<file path="config.mk">
export PLATFORM = sky130hd
export DESIGN_NAME = alu_pipe
export DESIGN_NICKNAME = d
export VERILOG_FILES = /design/src/rtl/alu_pipe.sv
export SDC_FILE = /design/constraint.sdc
export NUM_CORES = 1
export LEC_CHECK = 0
export CORE_ASPECT_RATIO = 1.5
export CORE_MARGIN = 2
export CORE_UTILIZATION = 55
export DETAILED_ROUTE_END_ITERATION = 8
export DONT_BUFFER_PORTS = 1
export PLACE_DENSITY_LB_ADDON = 0.08
export REMOVE_ABC_BUFFERS = 1
export SLEW_MARGIN = 20
export SYNTH_ARGS = -nofsm -noshare
export SYNTH_HDL_FRONTEND = slang
export SYNTH_SLANG_ARGS = --single-unit
</file>
<file path="constraint.sdc">
create_clock -name clk -period 4.42 [get_ports clk]
set_clock_uncertainty 0.2 [all_clocks]
set_input_delay 0.442 -clock clk [delete_from_list [all_inputs] [get_ports clk]]
set_output_delay 0.442 -clock clk [all_outputs]
set_load 0.05 [all_outputs]
</file>
<file path="src/rtl/alu_pipe.sv">
// Two-stage valid/ready ALU (add/sub/not/or-reduce) with overflow, zero and op counter; ALU_SAT_EN clamps add/sub results.
// Latency 2 cycles, 1 op/cycle; holds up to 2 ops, in_ready drops only when both stages are full and S2 is not draining.
module alu_pipe #(
    parameter int WIDTH = 4,
    parameter int CNT_W = 16
) (
    input  logic             clk,
    input  logic             reset,
    input  logic             in_valid,
    output logic             in_ready,
    input  logic [1:0]       Opcode,
    input  logic [WIDTH-1:0] A,
    input  logic [WIDTH-1:0] B,
    output logic             out_valid,
    input  logic             out_ready,
    output logic [WIDTH:0]   C,
    output logic             ovf,
    output logic             zero,
    output logic [CNT_W-1:0] ops_done
);

    localparam logic [1:0] OP_ADD = 2'b00;
    localparam logic [1:0] OP_SUB = 2'b01;
    localparam logic [1:0] OP_NOT = 2'b10;
    localparam logic [1:0] OP_ROR = 2'b11;

`ifdef ALU_SAT_EN
    localparam logic [WIDTH:0] SAT_MAX = {2'b00, {(WIDTH-1){1'b1}}};
    localparam logic [WIDTH:0] SAT_MIN = {2'b11, {(WIDTH-1){1'b0}}};
`endif

    logic             r_s1_vld;
    logic [1:0]       r_op;
    logic [WIDTH-1:0] r_a;
    logic [WIDTH-1:0] r_b;
    logic             r_s2_vld;
    logic [WIDTH:0]   r_c;
    logic             r_ovf;
    logic             r_zero;
    logic [CNT_W-1:0] r_cnt;

    logic             w_s2_drain;
    logic             w_s2_ld_en;
    logic             w_in_xfer;
    logic [WIDTH:0]   w_a_ext;
    logic [WIDTH:0]   w_b_ext;
    logic [WIDTH:0]   w_sum;
    logic [WIDTH:0]   w_diff;
    logic [WIDTH:0]   w_res;
    logic             w_ovf;
    logic             w_zero;

    assign w_s2_drain = r_s2_vld && out_ready;
    assign w_s2_ld_en = !r_s2_vld || w_s2_drain;
    assign in_ready   = !r_s1_vld || w_s2_ld_en;
    assign w_in_xfer  = in_valid && in_ready;

    assign w_a_ext = {r_a[WIDTH-1], r_a};
    assign w_b_ext = {r_b[WIDTH-1], r_b};
    assign w_sum   = w_a_ext + w_b_ext;
    assign w_diff  = w_a_ext - w_b_ext;

    // The WIDTH+1-bit result is exact, so it is out of WIDTH-bit range iff its top two bits differ.
    always_comb begin
        w_res = '0;
        w_ovf = 1'b0;
        case (r_op)
            OP_ADD: begin
                w_res = w_sum;
                w_ovf = w_sum[WIDTH] ^ w_sum[WIDTH-1];
            end
            OP_SUB: begin
                w_res = w_diff;
                w_ovf = w_diff[WIDTH] ^ w_diff[WIDTH-1];
            end
            OP_NOT: w_res = ~w_a_ext;
            OP_ROR: w_res = {{WIDTH{1'b0}}, |r_b};
        endcase
`ifdef ALU_SAT_EN
        if (w_ovf) begin
            w_res = w_res[WIDTH] ? SAT_MIN : SAT_MAX;
        end
`endif
        w_zero = (w_res == '0);
    end

    always_ff @(posedge clk or negedge reset) begin
        if (!reset) begin
            r_s1_vld <= 1'b0;
            r_op     <= '0;
            r_a      <= '0;
            r_b      <= '0;
            r_s2_vld <= 1'b0;
            r_c      <= '0;
            r_ovf    <= 1'b0;
            r_zero   <= 1'b0;
            r_cnt    <= '0;
        end else begin
            if (in_ready) begin
                r_s1_vld <= in_valid;
            end
            if (w_in_xfer) begin
                r_op <= Opcode;
                r_a  <= A;
                r_b  <= B;
            end
            if (w_s2_ld_en) begin
                r_s2_vld <= r_s1_vld;
            end
            if (w_s2_ld_en && r_s1_vld) begin
                r_c    <= w_res;
                r_ovf  <= w_ovf;
                r_zero <= w_zero;
            end
            if (w_s2_drain) begin
                r_cnt <= r_cnt + 1'b1;
            end
        end
    end

    assign out_valid = r_s2_vld;
    assign C         = r_c;
    assign ovf       = r_ovf;
    assign zero      = r_zero;
    assign ops_done  = r_cnt;

endmodule

</file>
==> summary.md, run 1 <==
| Metric | Value |
|---|---|
| Count of antenna-violating nets left after detailed routing | 0 |
| Number of warnings printed during yosys synthesis | 0 |
| Worst min-delay path category | primary input to register |
| Capture point of the worst reg-to-reg path | r_a[1] |
| GRT Util Overall | 19.8% |
| Hold-critical path depth | 1 |
| First DRT Iteration DRCs | 29 |
| Type of element capturing the critical path | register |
| Number of pins exceeding their max-slew limit in the final report | 0 |
| P&R area growth vs syn | 7.58% |
| FF+latch count, synth | 35 |
| Final-layout setup total negative slack | 0 ns |
| Setup violators final | 0 |
| Type of origin of the critical path | register |
| Max-cap violation count | 0 |
| Data required time of the worst path | around 4.4 ns |
| Transition time at the pin with the least slew margin | 0.615 ns |
| Remaining routing DRC violations | 0 |
| Main combinational cell family by area after synthesis | simple AND/OR/NAND/NOR gates |
| Setup Fix Bufs, Post-CTS | 0 |
| Die span in x | 51.5 um |
| GRT overflow | 0 |
| CTS root buffer | sky130_fd_sc_hd__clkbuf_8 |
| Filler cell count | 261 |
| Ordered cell list for the critical path | nand3b_1, nand2_1, mux2_1 |
| Die area | 3880 um^2 |
| Register-to-register path setup slack | 1.87 ns |
| Setup repair after global routing missed its margin | no |
| CP arrival | 2.51 ns |
| Core footprint | 3190 um^2 |
| Leakage power summed over all cells | just under 0.0009 uW |
| Source-to-sink clock delay at the later pin of the worst-skew pair | 0.28 ns |
| Status | finished, final reports clean |
| Placement Rows | 25 |
| Routed Wire Length | 3.39 mm |
| Number of global-route vias before repair | between 1000 and 1500 |
| H-tree lvl count | 2 |
| Clock tree buffer depth | 2 |
| Cell family contributing the most delay on the critical path | simple AND/OR/NAND/NOR gates |
| Cell with the biggest individual delay on the critical path | sky130_fd_sc_hd__dfrtp_1 |
| Period Utilization, post-route | ~58% |
| Sequential share of the synthesized area | between 40% and 50% |
| Initial core utilization | 58.4% |
| Post-DR wirelength/cell | 15.8 um |
| Final-stage net count | about 200 |
| Synth Area in Simple Gates | 18.6% |
| Share of the synthesized netlist area taken by xor and xnor gates | 8.46% |
| Clock tree from TritonCTS | built |
| Via total after detailed routing | 1252 |
| Post-synth cell types | 42 |
| First-pass detailed-route iteration total | 4 |
| Maximum clock rate | 393 MHz |
| Most used flip-flop cell after synthesis | sky130_fd_sc_hd__dfrtp_1 |
| Worst R2R Start | out_valid |
| Top-Level Pins | 39 |
| Largest net degree at the start of global routing | 36 |
| Post-synthesis adder-cell area fraction | 8.19% |
| Share of the core filled with cells in the final layout | 62.9% |
| VDD IR max | 0.618 mV |
| Port Buffers | 0 |
| Number of buffers added by the clock tree synthesis step | 5 |
| Detailed placer's ending HPWL | 2.64 mm |
| Number of cells on the worst reg-to-reg path | 3 |
| Mapped Cells | 168 |
| Number of synthesized flops with an enable pin | 0 |
| Register clock-pin slew on the reported worst setup and hold paths | about 0.070 ns |
| Leading post-synthesis cells by cell area | sky130_fd_sc_hd__dfrtp_1 47%, sky130_fd_sc_hd__mux2_1 6.6%, sky130_fd_sc_hd__xnor2_1 6.6% |
| Critical path buffer and inverter count | 0 |
| Fraction of post-synthesis cell area in the top cell type by area | 47.0% |
| Routed vias/inst | 5.82 |
| Type of the worst setup path | register to register |
| Final weighted congestion in routability-driven placement | 0.890 |
| Layout cell share with drive strength beyond 1 | 7.43% |
| Maximum cell stage delay along the critical path | approximately 0.70 ns |
| Endpoints failing hold | 0 |
| Critical-path maximum fanout | 10 |
| Wire length of the first global-routing pass | 5.61 mm |
| Relative max-transition margin | 59.0% |
| Power per standard cell area | 548 nW/um^2 |
| Async set or reset register ratio after synthesis | 100% |
| Num Clock Sinks | 35 |
| Time the worst path needs with I/O delays and setup | 2.55 ns |
| Initial antenna violation count | 0 |
| Worst min-delay path endpoint | r_s1_vld |
| Die Span Y | 75.3 um |
| Yosys top cell by area | sky130_fd_sc_hd__dfrtp_1 |
| Launch instance of the worst min-delay path | in_valid |
| Multiplexer fraction of the synthesized cell area | about 8.9% |
| Number of inserted diodes | 0 |
| Total standard cell area after synthesis | 1860 um^2 |
| Compound-Gate Fraction of Synth Area | 6.64% |
| Post-Synthesis Mean Instance Area | roughly 11 um^2 |
flip-flops by register name, indices dropped and copies added (netlist names), 2 cells and up:
register and cells:
r_b 4, C 5, ops_done 16, r_op 2, r_a 4
logic make-up (layout without fill, tap and decap cells):
kind of cell             after synthesis  after routing
XOR/XNOR                              18             18
AO/OA/AOI/OAI                         18             18
adder cells (fa/ha/maj)               11             11
buffers and inverters                  9             16
multiplexers                          15             15
AND/OR/NAND/NOR                       62             62
flip-flops                            35             35
synth_stat cells, types with 2 or more instances:
library cell / instances
sky130_fd_sc_hd__nand3_1: 7
sky130_fd_sc_hd__nor2b_1: 2
sky130_fd_sc_hd__nand4_1: 6
sky130_fd_sc_hd__nand2_1: 17
sky130_fd_sc_hd__xnor2_1: 14
sky130_fd_sc_hd__inv_1: 5
sky130_fd_sc_hd__a31oi_1: 2
sky130_fd_sc_hd__a21oi_1: 4
sky130_fd_sc_hd__nor3_1: 3
sky130_fd_sc_hd__mux2_1: 11
sky130_fd_sc_hd__xor2_1: 4
sky130_fd_sc_hd__fa_1: 2
sky130_fd_sc_hd__and4_1: 2
sky130_fd_sc_hd__nor2_1: 7
sky130_fd_sc_hd__o21ai_1: 5
sky130_fd_sc_hd__mux2i_1: 3
sky130_fd_sc_hd__dfrtp_1: 35
sky130_fd_sc_hd__nand2b_1: 6
sky130_fd_sc_hd__ha_1: 9
sky130_fd_sc_hd__and2_1: 2
layout make-up:
class                   count  area (um^2)  area share [%]
inverters                   6         22.5            1.12
flip-flops and latches     35          876            43.7
well taps                  40         50.0            2.50
clock buffers               7         76.3            3.81
repair buffers              2         30.0            1.50
clock inverters             1         5.00           0.250
multi-input cells         124          946            47.2
placed cells by master, fill, tap and decap left out, types with 5 or more instances in the layout:
cell type	Yosys	routed
sky130_fd_sc_hd__nand2b_1	6	6
sky130_fd_sc_hd__o21ai_1	5	5
sky130_fd_sc_hd__inv_1	5	5
sky130_fd_sc_hd__nor2_1	7	7
sky130_fd_sc_hd__nand2_1	17	17
sky130_fd_sc_hd__dfrtp_1	35	35
sky130_fd_sc_hd__mux2_1	11	11
sky130_fd_sc_hd__clkbuf_8	0	5
sky130_fd_sc_hd__ha_1	9	9
sky130_fd_sc_hd__xnor2_1	14	14
sky130_fd_sc_hd__nand4_1	6	6
sky130_fd_sc_hd__nand3_1	7	7
stage by stage:
step	setup WS, ns	power, uW	std cells	hold WS [ns]	area [um^2]
6_report	1.87	1100	215	0.0646	2010
5_1_grt	1.74	1160	215	0.0711	2010
4_1_cts	1.84	1110	215	0.0617	2010
3_5_place_dp	1.85	883	205	-0.0529	1890
3_3_place_gp	1.91	870	205	-0.0530	1890
2_1_floorplan	2.04	824	165	-0.0536	1840
worst max-delay path by stage:
stage                    from       to  depth (start not counted)
global placement    out_valid   r_a[1]                          3
finish              out_valid   r_a[1]                          3
global route        out_valid   r_b[3]                          3
floorplan           out_valid  r_op[0]                          3
CTS                 out_valid   r_a[1]                          3
detailed placement  out_valid   r_a[1]                          3
power by group:
part / total [uW] / internal [uW] / leakage (uW) / switching (uW)
clock network: 217 / 110 / 0.0000422 / 107
registers: 641 / 381 / 0.000439 / 260
logic: 241 / 116 / 0.000407 / 124
what timing repair did:
item | in CTS | in global routing
hold buffers | 2 | 0
endpoints found under the hold margin | 35 | 0
gates resized for setup | 0 | 0
per-layer routing:
metal	wire length, um	up-vias	track usage, %
li1	-	599	-
met1	1260	616	20.4
met2	1870	27	35.0
met3	150	10	6.86
met4	108	0	10.8
met5	0	-	0
No activity file was read; power rests on OpenSTA's default activity.
==> inputs of run 2 (changes only) <==
==> constraint.sdc (replaced) <==
create_clock -name clk -period 2.6 [get_ports clk]
set_clock_uncertainty 0.2 [all_clocks]
set_input_delay 0.26 -clock clk [delete_from_list [all_inputs] [get_ports clk]]
set_output_delay 0.26 -clock clk [all_outputs]
set_load 0.05 [all_outputs]
==> run 2 against run 1 <==
Register-to-register slack got worse by 1.7 ns. Count of clock-buffer cells in the layout up 1. Wire length rose by 20%. Combinational power rose to 3.0 times the previous value. Critical path type unchanged. Largest cell class unchanged.
==> summary.md, run 2 (synthesis gave the netlist of run 1 again) <==
| Metric | Value |
|---|---|
| Clock tree buffer depth | 2 (unchanged) |
| CTS root buffer | sky130_fd_sc_hd__clkbuf_8 |
| Critical path buffer and inverter count | 1 (+1) |
| Non-filler instance count after layout | 237 (+10%) |
| Register clock-pin slew on the reported worst setup and hold paths | 0.07 ns (about the same) |
| Setup violators final | 0 (unchanged) |
| Commonest cells after routing, fill and taps aside | 35 x sky130_fd_sc_hd__dfrtp_1, 17 x sky130_fd_sc_hd__nand2_1, 14 x sky130_fd_sc_hd__xnor2_1 |
| Top-Level Pins | 39 (unchanged) |
| Worst min-delay path category | primary input to register |
| Cell family contributing the most delay on the critical path | compound AO/OA/AOI/OAI gates |
| Relative max-transition margin | 60.9% (+1.9 points) |
| GRT overflow | 0 (unchanged) |
| Final-layout setup total negative slack | 0 ns (unchanged) |
| Share of the core filled with cells in the final layout | 69.6% (+6.7 points) |
| Count of antenna-violating nets left after detailed routing | 0 (unchanged) |
| Die span in x | 51.5 um (unchanged) |
| H-tree lvl count | 2 (unchanged) |
| Status | finished, final reports clean |
| CP arrival | 2.42 ns (-0.09 ns) |
| Setup repair after global routing missed its margin | no |
| Number of global-route vias before repair | 1454 (+18%) |
| Critical-path maximum fanout | 6 (-4) |
| Clock tree from TritonCTS | built |
| Initial core utilization | 58.4% (unchanged) |
| First-pass detailed-route iteration total | 4 (unchanged) |
| Final cell area excluding filler cells | 2220 um^2 (+11%) |
| Transition time at the pin with the least slew margin | 0.587 ns (-0.0287 ns) |
| GRT Util Overall | 24.9% (+5.1 points) |
| Post-DR wirelength/cell | 17.2 um (+8.7%) |
| Period Utilization, post-route | 92.0% (+34 points) |
| Core footprint | 3190 um^2 (unchanged) |
| Design Power | 2050 uW (+87%) |
| Die area | 3880 um^2 (unchanged) |
| Die Span Y | 75.3 um (unchanged) |
| Type of origin of the critical path | register |
| First DRT Iteration DRCs | 14 (-52%) |
| Final-stage net count | 221 (+11%) |
| Standard cell area after detailed placement | 1970 um^2 (+4.0%) |
| VDD IR max | 0.800 mV (+29%) |
| Number of flip-flops in the largest register | 16 (unchanged) |
| Port Buffers | 0 (unchanged) |
| Num Clock Sinks | 35 (unchanged) |
| Remaining routing DRC violations | 0 (unchanged) |
| Power per standard cell area | 925 nW/um^2 (+69%) |
| Wire length of the first global-routing pass | 6.89 mm (+23%) |
| Number of buffers added by the clock tree synthesis step | 5 (unchanged) |
| Largest net degree at the start of global routing | 36 (unchanged) |
| Initial antenna violation count | 0 (unchanged) |
| Detailed placer's ending HPWL | 2.91 mm (+10%) |
| Final weighted congestion in routability-driven placement | 0.839 (-5.8%) |
| Placed Cells | 215 (+4.9%) |
| Data required time of the worst path | 2.63 ns (-1.75 ns) |
| Endpoints failing hold | 0 (unchanged) |
| Setup Fix Bufs, Post-CTS | 0 (unchanged) |
| Cell with the biggest individual delay on the critical path | sky130_fd_sc_hd__dfrtp_1 |
| Routed vias/inst | 5.68 (-2.5%) |
| Number of pins exceeding their max-slew limit in the final report | 0 (unchanged) |
| Leakage power summed over all cells | 0.000997 uW (+12%) |
| Routed Wire Length | 4.07 mm (+20%) |
| Maximum clock rate | 418 MHz (+6.5%) |
| Time the worst path needs with I/O delays and setup | 2.39 ns (-0.155 ns) |
| Max-cap violation count | 0 (unchanged) |
| Ordered cell list for the critical path | inv_1, ha_1, nor2_1, a221oi_2, mux2_1, a211oi_2, a22o_1 |
| Maximum cell stage delay along the critical path | 0.49 ns (-0.21 ns) |
| Layout cell share with drive strength beyond 1 | 12.2% (+4.8 points) |
| Most common cell after layout, fill and taps aside | sky130_fd_sc_hd__dfrtp_1 |
| P&R area growth vs syn | 19.1% |
| Source-to-sink clock delay at the later pin of the worst-skew pair | 0.29 ns (about the same) |
| Via total after detailed routing | 1345 (+7.4%) |
| Number of inserted diodes | 0 (unchanged) |
| Placement Rows | 25 (unchanged) |
| Type of element capturing the critical path | register |
| Type of the worst setup path | register to register |
[run 2: changes by cell type in the layout (fill, tap and decap cells not counted), sizes merged]
cell and change:
clkbuf +1, clkinv -1, buf +10, dlygate4sd3 +12
[run 2: per-stage QoR]
stage | hold slack, ns | worst slack, ns
floorplan | -0.236 | 0.218
global placement | -0.235 | 0.301
detailed placement | -0.235 | 0.265
CTS | 0.0726 | 0.244
global route | 0.0774 | 0.100
finish | 0.0757 | 0.207
[run 2: cell type report]
cell class / instances / area, um^2
fillers: 250 / 971
multi-input cells: 124 / 946
flip-flops and latches: 35 / 876
repair buffers: 24 / 225
clock buffers: 8 / 100
well taps: 40 / 50.0
inverters: 6 / 22.5
[run 2: report_power, final]
part	total (uW)	switching, uW	internal, uW
combinational	733	460	273
sequential	881	230	651
clock	438	197	242
[run 2: final timing paths]
| path | start | endpoint | slack (ns) | cells after the start |
|---|---|---|---|---|
| setup / recovery | r_b[1] | zero | 0.21 | 7 |
| hold / removal | out_ready | ops_done[1] | 0.08 | 2 |
| setup reg to reg | r_b[1] | zero | 0.21 | 7 |
| hold reg to reg | r_s1_vld | out_valid | 0.35 | 1 |
| max in group asynchronous | reset | ops_done[10] | 1.80 | 2 |
| min in group asynchronous | reset | r_s1_vld | 0.22 | 2 |
[run 2: repair_timing]
item	in CTS	in global routing
hold buffers	14	0
gates resized for setup	0	0
hold endpoints to repair	49	0
[run 2: layer usage]
layer	wire, um	GRT usage, %
met5	0	0
met4	99	11.1
met3	144	7.45
met2	2300	46.2
met1	1530	25.5
